===== config.mk =====
export PLATFORM = sky130hd
export DESIGN_NAME = mm_mac_engine
export DESIGN_NICKNAME = d
export VERILOG_FILES = /design/src/rtl/mm_mac_engine.sv
export SDC_FILE = /design/constraint.sdc
export NUM_CORES = 1
export LEC_CHECK = 0
export BUFFER_PORTS_ARGS = -buffer_cell sky130_fd_sc_hd__buf_2
export CORE_UTILIZATION = 55
export DETAILED_ROUTE_END_ITERATION = 7
export PLACE_DENSITY = 0.85
export SLEW_MARGIN = 20
export SYNTH_ARGS = -nofsm -noshare
export SYNTH_HDL_FRONTEND = slang
export SYNTH_SLANG_ARGS = --single-unit

===== constraint.sdc =====
create_clock -name clk -period 6.8 [get_ports clk]
set_input_delay 1.02 -clock clk [delete_from_list [all_inputs] [get_ports clk]]
set_output_delay 1.02 -clock clk [all_outputs]
set_load 0.03 [all_outputs]

===== src/rtl/mm_mac_engine.sv =====
// Unsigned matrix-multiply engine: RES = (A * B) >> SHIFT, with optional saturation.
// Streams A/B out of synchronous-read BRAMs and writes one result element every N+2 cycles.
module mm_mac_engine #(
  parameter int WIDTH          = 8,
  parameter int M              = 64,
  parameter int N              = 8,
  parameter int P              = 4,
  parameter int A_depth_bits   = 9,
  parameter int B_depth_bits   = 9,
  parameter int RES_depth_bits = 9,
  parameter int SHIFT          = 8,
  parameter int SATURATE       = 0
) (
  input  logic                      clk,
  input  logic                      aresetn,
  input  logic                      Start,
  output logic                      Done,
  output logic                      Busy,
  output logic                      A_read_en,
  output logic [A_depth_bits-1:0]   A_read_address,
  input  logic [WIDTH-1:0]          A_read_data_out,
  output logic                      B_read_en,
  output logic [B_depth_bits-1:0]   B_read_address,
  input  logic [WIDTH-1:0]          B_read_data_out,
  output logic                      RES_write_en,
  output logic [RES_depth_bits-1:0] RES_write_address,
  output logic [WIDTH-1:0]          RES_write_data_in
);

  localparam int ACC_W = 2*WIDTH + $clog2(N) + 1;
  localparam int JW    = $clog2(N+1);
  localparam int KW    = $clog2(P+1);
  localparam int IW    = $clog2(M+1);

  typedef enum logic [2:0] {IDLE, ISSUE, TAIL, WRITE, DONE} state_t;

  state_t                    state, state_nx;
  logic [JW-1:0]             j;
  logic [KW-1:0]             k;
  logic [IW-1:0]             i;
  logic [A_depth_bits-1:0]   a_row, a_ptr;
  logic [B_depth_bits-1:0]   b_ptr;
  logic [RES_depth_bits-1:0] res_ptr;
  logic [ACC_W-1:0]          acc, scaled;
  logic [2*WIDTH-1:0]        prod;
  logic [WIDTH-1:0]          res_val;
  logic                      last_j, last_k, last_elem;

  assign prod      = (2*WIDTH)'(A_read_data_out) * (2*WIDTH)'(B_read_data_out);
  assign scaled    = acc >> SHIFT;
  assign last_j    = (j == JW'(N-1));
  assign last_k    = (k == KW'(P-1));
  assign last_elem = last_k && (i == IW'(M-1));

  // NOTE: every always_comb output gets a default first so no path can infer a latch.
  always_comb begin
    res_val = scaled[WIDTH-1:0];
    if (SATURATE != 0 && scaled > ACC_W'({WIDTH{1'b1}})) res_val = '1;
  end

  always_comb begin
    state_nx = state;
    case (state)
      IDLE:    if (Start) state_nx = ISSUE;
      ISSUE:   if (last_j) state_nx = TAIL;
      TAIL:    state_nx = WRITE;
      WRITE:   state_nx = last_elem ? DONE : ISSUE;
      DONE:    if (!Start) state_nx = IDLE;
      default: state_nx = IDLE;
    endcase
  end

  // NOTE: state registers use non-blocking assignments so every register samples pre-edge values.
  always_ff @(posedge clk or negedge aresetn) begin
    if (!aresetn) begin
      state   <= IDLE;
      j       <= '0;
      k       <= '0;
      i       <= '0;
      a_row   <= '0;
      a_ptr   <= '0;
      b_ptr   <= '0;
      res_ptr <= '0;
      acc     <= '0;
    end else begin
      state <= state_nx;
      case (state)
        IDLE: if (Start) begin
          j       <= '0;
          k       <= '0;
          i       <= '0;
          a_row   <= '0;
          a_ptr   <= '0;
          b_ptr   <= '0;
          res_ptr <= '0;
          acc     <= '0;
        end
        ISSUE: begin
          // Data returning this cycle belongs to the previous j; the first cycle has none.
          if (j != '0) acc <= acc + ACC_W'(prod);
          j     <= j + 1'b1;
          a_ptr <= a_ptr + 1'b1;
          b_ptr <= b_ptr + B_depth_bits'(P);
        end
        TAIL: acc <= acc + ACC_W'(prod);
        WRITE: begin
          acc     <= '0;
          j       <= '0;
          res_ptr <= res_ptr + 1'b1;
          if (last_k) begin
            k     <= '0;
            i     <= i + 1'b1;
            a_row <= a_row + A_depth_bits'(N);
            a_ptr <= a_row + A_depth_bits'(N);
            b_ptr <= '0;
          end else begin
            k     <= k + 1'b1;
            a_ptr <= a_row;
            b_ptr <= B_depth_bits'(k) + 1'b1;
          end
        end
        default: ;
      endcase
    end
  end

  assign Busy              = (state == ISSUE) || (state == TAIL) || (state == WRITE);
  assign Done              = (state == DONE);
  assign A_read_en         = (state == ISSUE);
  assign B_read_en         = (state == ISSUE);
  assign A_read_address    = A_read_en ? a_ptr : '0;
  assign B_read_address    = B_read_en ? b_ptr : '0;
  assign RES_write_en      = (state == WRITE);
  assign RES_write_address = RES_write_en ? res_ptr : '0;
  assign RES_write_data_in = RES_write_en ? res_val : '0;

endmodule

==> results of run 1 <==
logic make-up after synthesis:
family	Yosys count	synth area share
AND/OR/NAND/NOR	249	0.215
buffers and inverters	137	0.0889
AO/OA/AOI/OAI	114	0.124
adder cells (fa/ha/maj)	93	0.257
flip-flops	66	0.276
XOR/XNOR	24	0.0351
multiplexers	2	0.00335
layout make-up:
type / count / area share
flip-flops and latches: 66 / 0.253
clock inverters: 6 / 0.00880
clock buffers: 10 / 0.0195
multi-input cells: 482 / 0.582
well taps: 136 / 0.0260
inverters: 113 / 0.0649
repair buffers: 60 / 0.0467
worst min-delay path by stage:
stage	startpoint	endpoint	slack [ns]	cells after the start
floorplan	b_ptr[0]	b_ptr[0]	0.44	1
global placement	b_ptr[0]	b_ptr[0]	0.46	1
detailed placement	b_ptr[0]	b_ptr[0]	0.46	1
CTS	b_ptr[0]	b_ptr[0]	0.48	1
global route	b_ptr[0]	b_ptr[0]	0.49	1
finish	b_ptr[0]	b_ptr[0]	0.47	1
critical path, cell delays in order:
cell	delay, ns
buf_2	0.14
and2_1	0.18
fa_1	0.53
fa_1	0.54
fa_1	0.55
inv_1	0.06
fa_1	0.53
inv_1	0.04
ha_1	0.36
a21o_1	0.20
a21oi_1	0.28
o221ai_1	0.19
or3_1	0.33
a32o_1	0.25
cells in the final DEF, fill, tap and decap left out, types with 4 or more instances in the layout:
| master | n |
|---|---|
| buf_2 | 58 |
| or2_2 | 6 |
| nand4_1 | 12 |
| a21o_1 | 5 |
| ha_1 | 43 |
| xor2_1 | 12 |
| a22o_1 | 8 |
| a31oi_1 | 6 |
| clkinv_2 | 4 |
| dfrtp_1 | 66 |
| a21oi_1 | 17 |
| and3_1 | 8 |
| a32o_1 | 5 |
| o21ai_0 | 41 |
| nor3_1 | 6 |
| nand2_1 | 76 |
| or3_1 | 5 |
| and2_1 | 68 |
| o221ai_1 | 5 |
| inv_1 | 112 |
| nand3_1 | 16 |
| nor2_1 | 35 |
| fa_1 | 50 |
| nand4b_1 | 4 |
| xnor2_1 | 12 |
| clkbuf_8 | 9 |
registers in the layout, indices dropped and copies added (netlist names):
signal / count
i: 7
k: 3
state: 3
b_ptr: 9
a_row: 6
a_ptr: 9
j: 4
acc: 16
res_ptr: 9
routing by layer:
layer	vias to the layer above	wire, um
li1	2330	-
met1	2408	5700
met2	172	6720
met3	26	727
met4	0	216
met5	-	0
cells in the mapped netlist, types with 12 or more instances:
cell type	n
inv_1	113
xor2_1	12
nand3_1	16
fa_1	50
a21oi_1	17
nor2_1	35
nand2_1	76
nand4_1	12
clkbuf_1	16
xnor2_1	12
dfrtp_1	66
and2_1	68
o21ai_0	41
ha_1	43
stage by stage:
stage          cell area (um^2)  hold slack (ns)
3_5_place_dp               6350            0.463
5_1_grt                    6540            0.494
3_3_place_gp               6350            0.463
6_report                   6540            0.471
4_1_cts                    6540            0.479
2_1_floorplan              5980            0.441
==> flow_summary.toml, run 1 <==
[placement]
dp_hpwl_mm = 10.2
place_inst = 857
port_buffers = 58
gp_congestion = 0.913
place_ws_ns = 1.52

[cts]
cts_resized = 0
clock_path_buffers = 2
clk_latency_ns = 0.35
clkTransAtPathRegs_ns = 0.07
post_cts_buffers = 0
cts_tree = "built"
clkSinkCount = 66
numCtsBuffers = 9
cts_max_level = 3
cts_hold_buf = 0
cts_root_buffer = "clkbuf_8"

[detailed_routing]
drt_iter0_markers = 359
vias_per_cell = 5.65
postRouteAntennaNets = 0
dr.pass1.iters = 7
wirelength_mm = 13.4
drcViolationCount = 0
wl_per_cell_um = 15.3
num_vias = 4936

[layout]
layoutNonFillerInstCount = 873
diodes = 0
final_nets = 844
multi_input_comb_area_um2 = 3800
n_fill_cell = 848
final_util = 0.628
drive_gt1_frac = 0.117
syn2layout_area_growth_pct = 9.31
layout.area.seq_um2 = 1650

[global_route]
grt_pass1_wl_mm = 22.5
grt_use_total = 0.252
top_usage_layer = "met2"
grt_use_met1 = 0.333
grt_pass1_vias = 4686
met3_usage = 0.0589
grt_antenna_before_repair = 0
grt_overflow = 0
grt_max_degree = 67
grt_util_met2 = 0.422

[floorplanning]
die_y_um = 106
core-area_um2 = 10400
die-area_um2 = 11300
fp-row-count = 37
ios = 59
start_util = 0.574
die_w_um = 106

[synth]
synth_area_leader_cell = "dfrtp_1"
synth_area_leaders = "dfrtp_1 (28%), fa_1 (17%), ha_1 (9.0%)"
synth_seq_area_share = 0.276
ys_types = 52
netlist_area_um2 = 5980
ys_ff_latch = 66
synth_edf_count = 0
ys_async_sr_fraction = 1.00
synth_top_flop_cell = "dfrtp_1"
synth_top_area_share = 0.276
synth_nets = 797
yosysWarnings = 0
syn_area_per_cell_um2 = 8.73
syn-instance-count = 685

[critical_path]
worstSetupEndpointType = "register"
r2r_slack_ns = 2.60
crit_fanout = 8
arrival_ns = 5.19
cp.required_ns = 7.03
startpoint = "A_read_data_out[2]"
r2r_end = "acc[14]"
path_class = "primary input to register"
rr_startpoint = "acc[7]"
endpoint = "acc[14]"
reg2regPathDepth = 14
cp-start-kind = "primary input"

[sta]
period_share = 0.729
fin_ws_ns = 1.84
worst_pin_slew_ns = 1.05
worst_clock_skew_ns = 0.0138
setup_viol = 0
drv_slew = 0
period_needed_ns = 4.96
max_freq_mhz = 202
slew_headroom = 0.295
totalNegativeSetupSlack_ns = 0
grt_setup_unrepaired = "false"
hold_viol_final = 0

[worst_hold_path]
hp-class = "register to register"

[outcome]
status = "finished, final reports clean"

[flow_run]
cap_violations = 0
Power of run 1 is not shown: default switching activity piles up to over one toggle a cycle in this logic, so the estimate is an artifact.
==> run 2, diff against run 1 <==
==> constraint.sdc (replaced) <==
create_clock -name clk -period 5.1 [get_ports clk]
set_input_delay 0.765 -clock clk [delete_from_list [all_inputs] [get_ports clk]]
set_output_delay 0.765 -clock clk [all_outputs]
set_load 0.03 [all_outputs]
==> flow_summary.toml, run 2 (synthesis gave the netlist of run 1 again) <==
[outcome]
status = "finished, final reports clean"

[critical_path]
cp_slowest_cell = "fa_1"
cp-start-kind = "primary input"
crit_fanout = 8
cp_num_buf_inv = 3
cp.required_ns = 5.33
path_class = "primary input to register"
cpMostUsedCell = "fa_1"
path_delay_family = "adder cells"
path_cells = "buf_2, and2_1, fa_1, fa_1, fa_1, inv_1, fa_1, inv_1, ha_1, a21o_1, a21oi_1, o221ai_1, or3_1, a32o_1"
slowest_delay_ns = 0.55
arrival_ns = 4.92
worstSetupEndpointType = "register"

[layout]
final_nets = 845
top_register = "acc"
drive_gt1_frac = 0.119
final_util = 0.630
final_cell_mix = "inv_1 (112), nand2_1 (76), and2_1 (68), dfrtp_1 (66), buf_2 (58)"
n_fill_cell = 848
syn2layout_area_growth_pct = 9.74
final_common_cell = "inv_1"
diodes = 0
largest_reg_flops = 16

[cts]
clock_path_buffers = 2
cts_max_level = 3
cts_hold_buf = 0
numCtsBuffers = 9
clk_latency_ns = 0.35
cts_tree = "built"
cts_root_buffer = "clkbuf_8"
cts_resized = 0
clkSinkCount = 66
post_cts_buffers = 0
clkTransAtPathRegs_ns = 0.07

[global_route]
grt_max_degree = 67
grt_overflow = 0
grt_use_met1 = 0.335
top_usage_layer = "met2"
grt_pass1_wl_mm = 22.4
grt_pass1_vias = 4758
met3_usage = 0.0509
grt_util_met2 = 0.421
grt_antenna_before_repair = 0
grt_use_total = 0.251

[floorplanning]
core-area_um2 = 10400
start_util = 0.574
die_w_um = 106
die_y_um = 106
die-area_um2 = 11300
ios = 59
fp-row-count = 37

[detailed_routing]
drcViolationCount = 0
dr.pass1.iters = 5
wl_per_cell_um = 15.2
num_vias = 4907
wirelength_mm = 13.3
postRouteAntennaNets = 0
drt_iter0_markers = 335
vias_per_cell = 5.61

[placement]
dp_hpwl_mm = 10.1
gp_congestion = 0.912
port_buffers = 58
place_ws_ns = 0.0703

[sta]
drv_slew = 0
period_share = 0.919
totalNegativeSetupSlack_ns = 0
slew_headroom = 0.285
setup_viol = 0
worst_pin_slew_ns = 1.07
hold_viol_final = 0
worst_clock_skew_ns = 0.00882
grt_setup_unrepaired = "false"
max_freq_mhz = 213
period_needed_ns = 4.69
fin_ws_ns = 0.413

[worst_hold_path]
hp-class = "register to register"

[flow_run]
cap_violations = 0
[run 2: cell count changes in the layout (fill, tap and decap cells not counted)]
cell | previous run | this run
clkinv_2 | 4 | 3
buf_4 | 2 | 3
clkbuf_8 | 9 | 11
clkbuf_1 | 1 | 0
[run 2: stage by stage]
step | cells | hold slack [ns] | area, um^2
2_1_floorplan | 685 | 0.441 | 5980
3_3_place_gp | 858 | 0.463 | 6360
3_5_place_dp | 858 | 0.478 | 6360
4_1_cts | 874 | 0.494 | 6560
5_1_grt | 874 | 0.515 | 6570
6_report | 874 | 0.484 | 6570
[run 2: worst paths after layout]
| check | start | to | slack (ns) | cells past startpoint |
|---|---|---|---|---|
| hold reg to reg | b_ptr[0] | b_ptr[0] | 0.48 | 1 |
| setup reg to reg | acc[7] | acc[14] | 0.89 | 14 |
| min in group asynchronous | aresetn | b_ptr[0] | 0.59 | 2 |
| hold / removal | b_ptr[0] | b_ptr[0] | 0.48 | 1 |
| setup / recovery | A_read_data_out[3] | acc[14] | 0.41 | 14 |
| max in group asynchronous | aresetn | acc[8] | 3.96 | 2 |
[run 2: per-layer routing]
metal / part of all wire / up-vias
li1: - / 2331
met1: 0.44 / 2400
met4: 0.012 / 0
met2: 0.50 / 158
met3: 0.052 / 18
met5: 0 / -
[run 2: area by class of cell]
| type | count | area [um^2] | area share |
|---|---|---|---|
| Sequential cell | 66 | 1650 | 0.252 |
| Multi-Input combinational cell | 482 | 3800 | 0.579 |
| Tap cell | 136 | 170 | 0.0259 |
| Clock inverter | 5 | 52.6 | 0.00800 |
| Inverter | 113 | 424 | 0.0646 |
| Clock buffer | 11 | 151 | 0.0231 |
| Timing Repair Buffer | 61 | 313 | 0.0476 |
Power of run 2 is left out for the same reason.
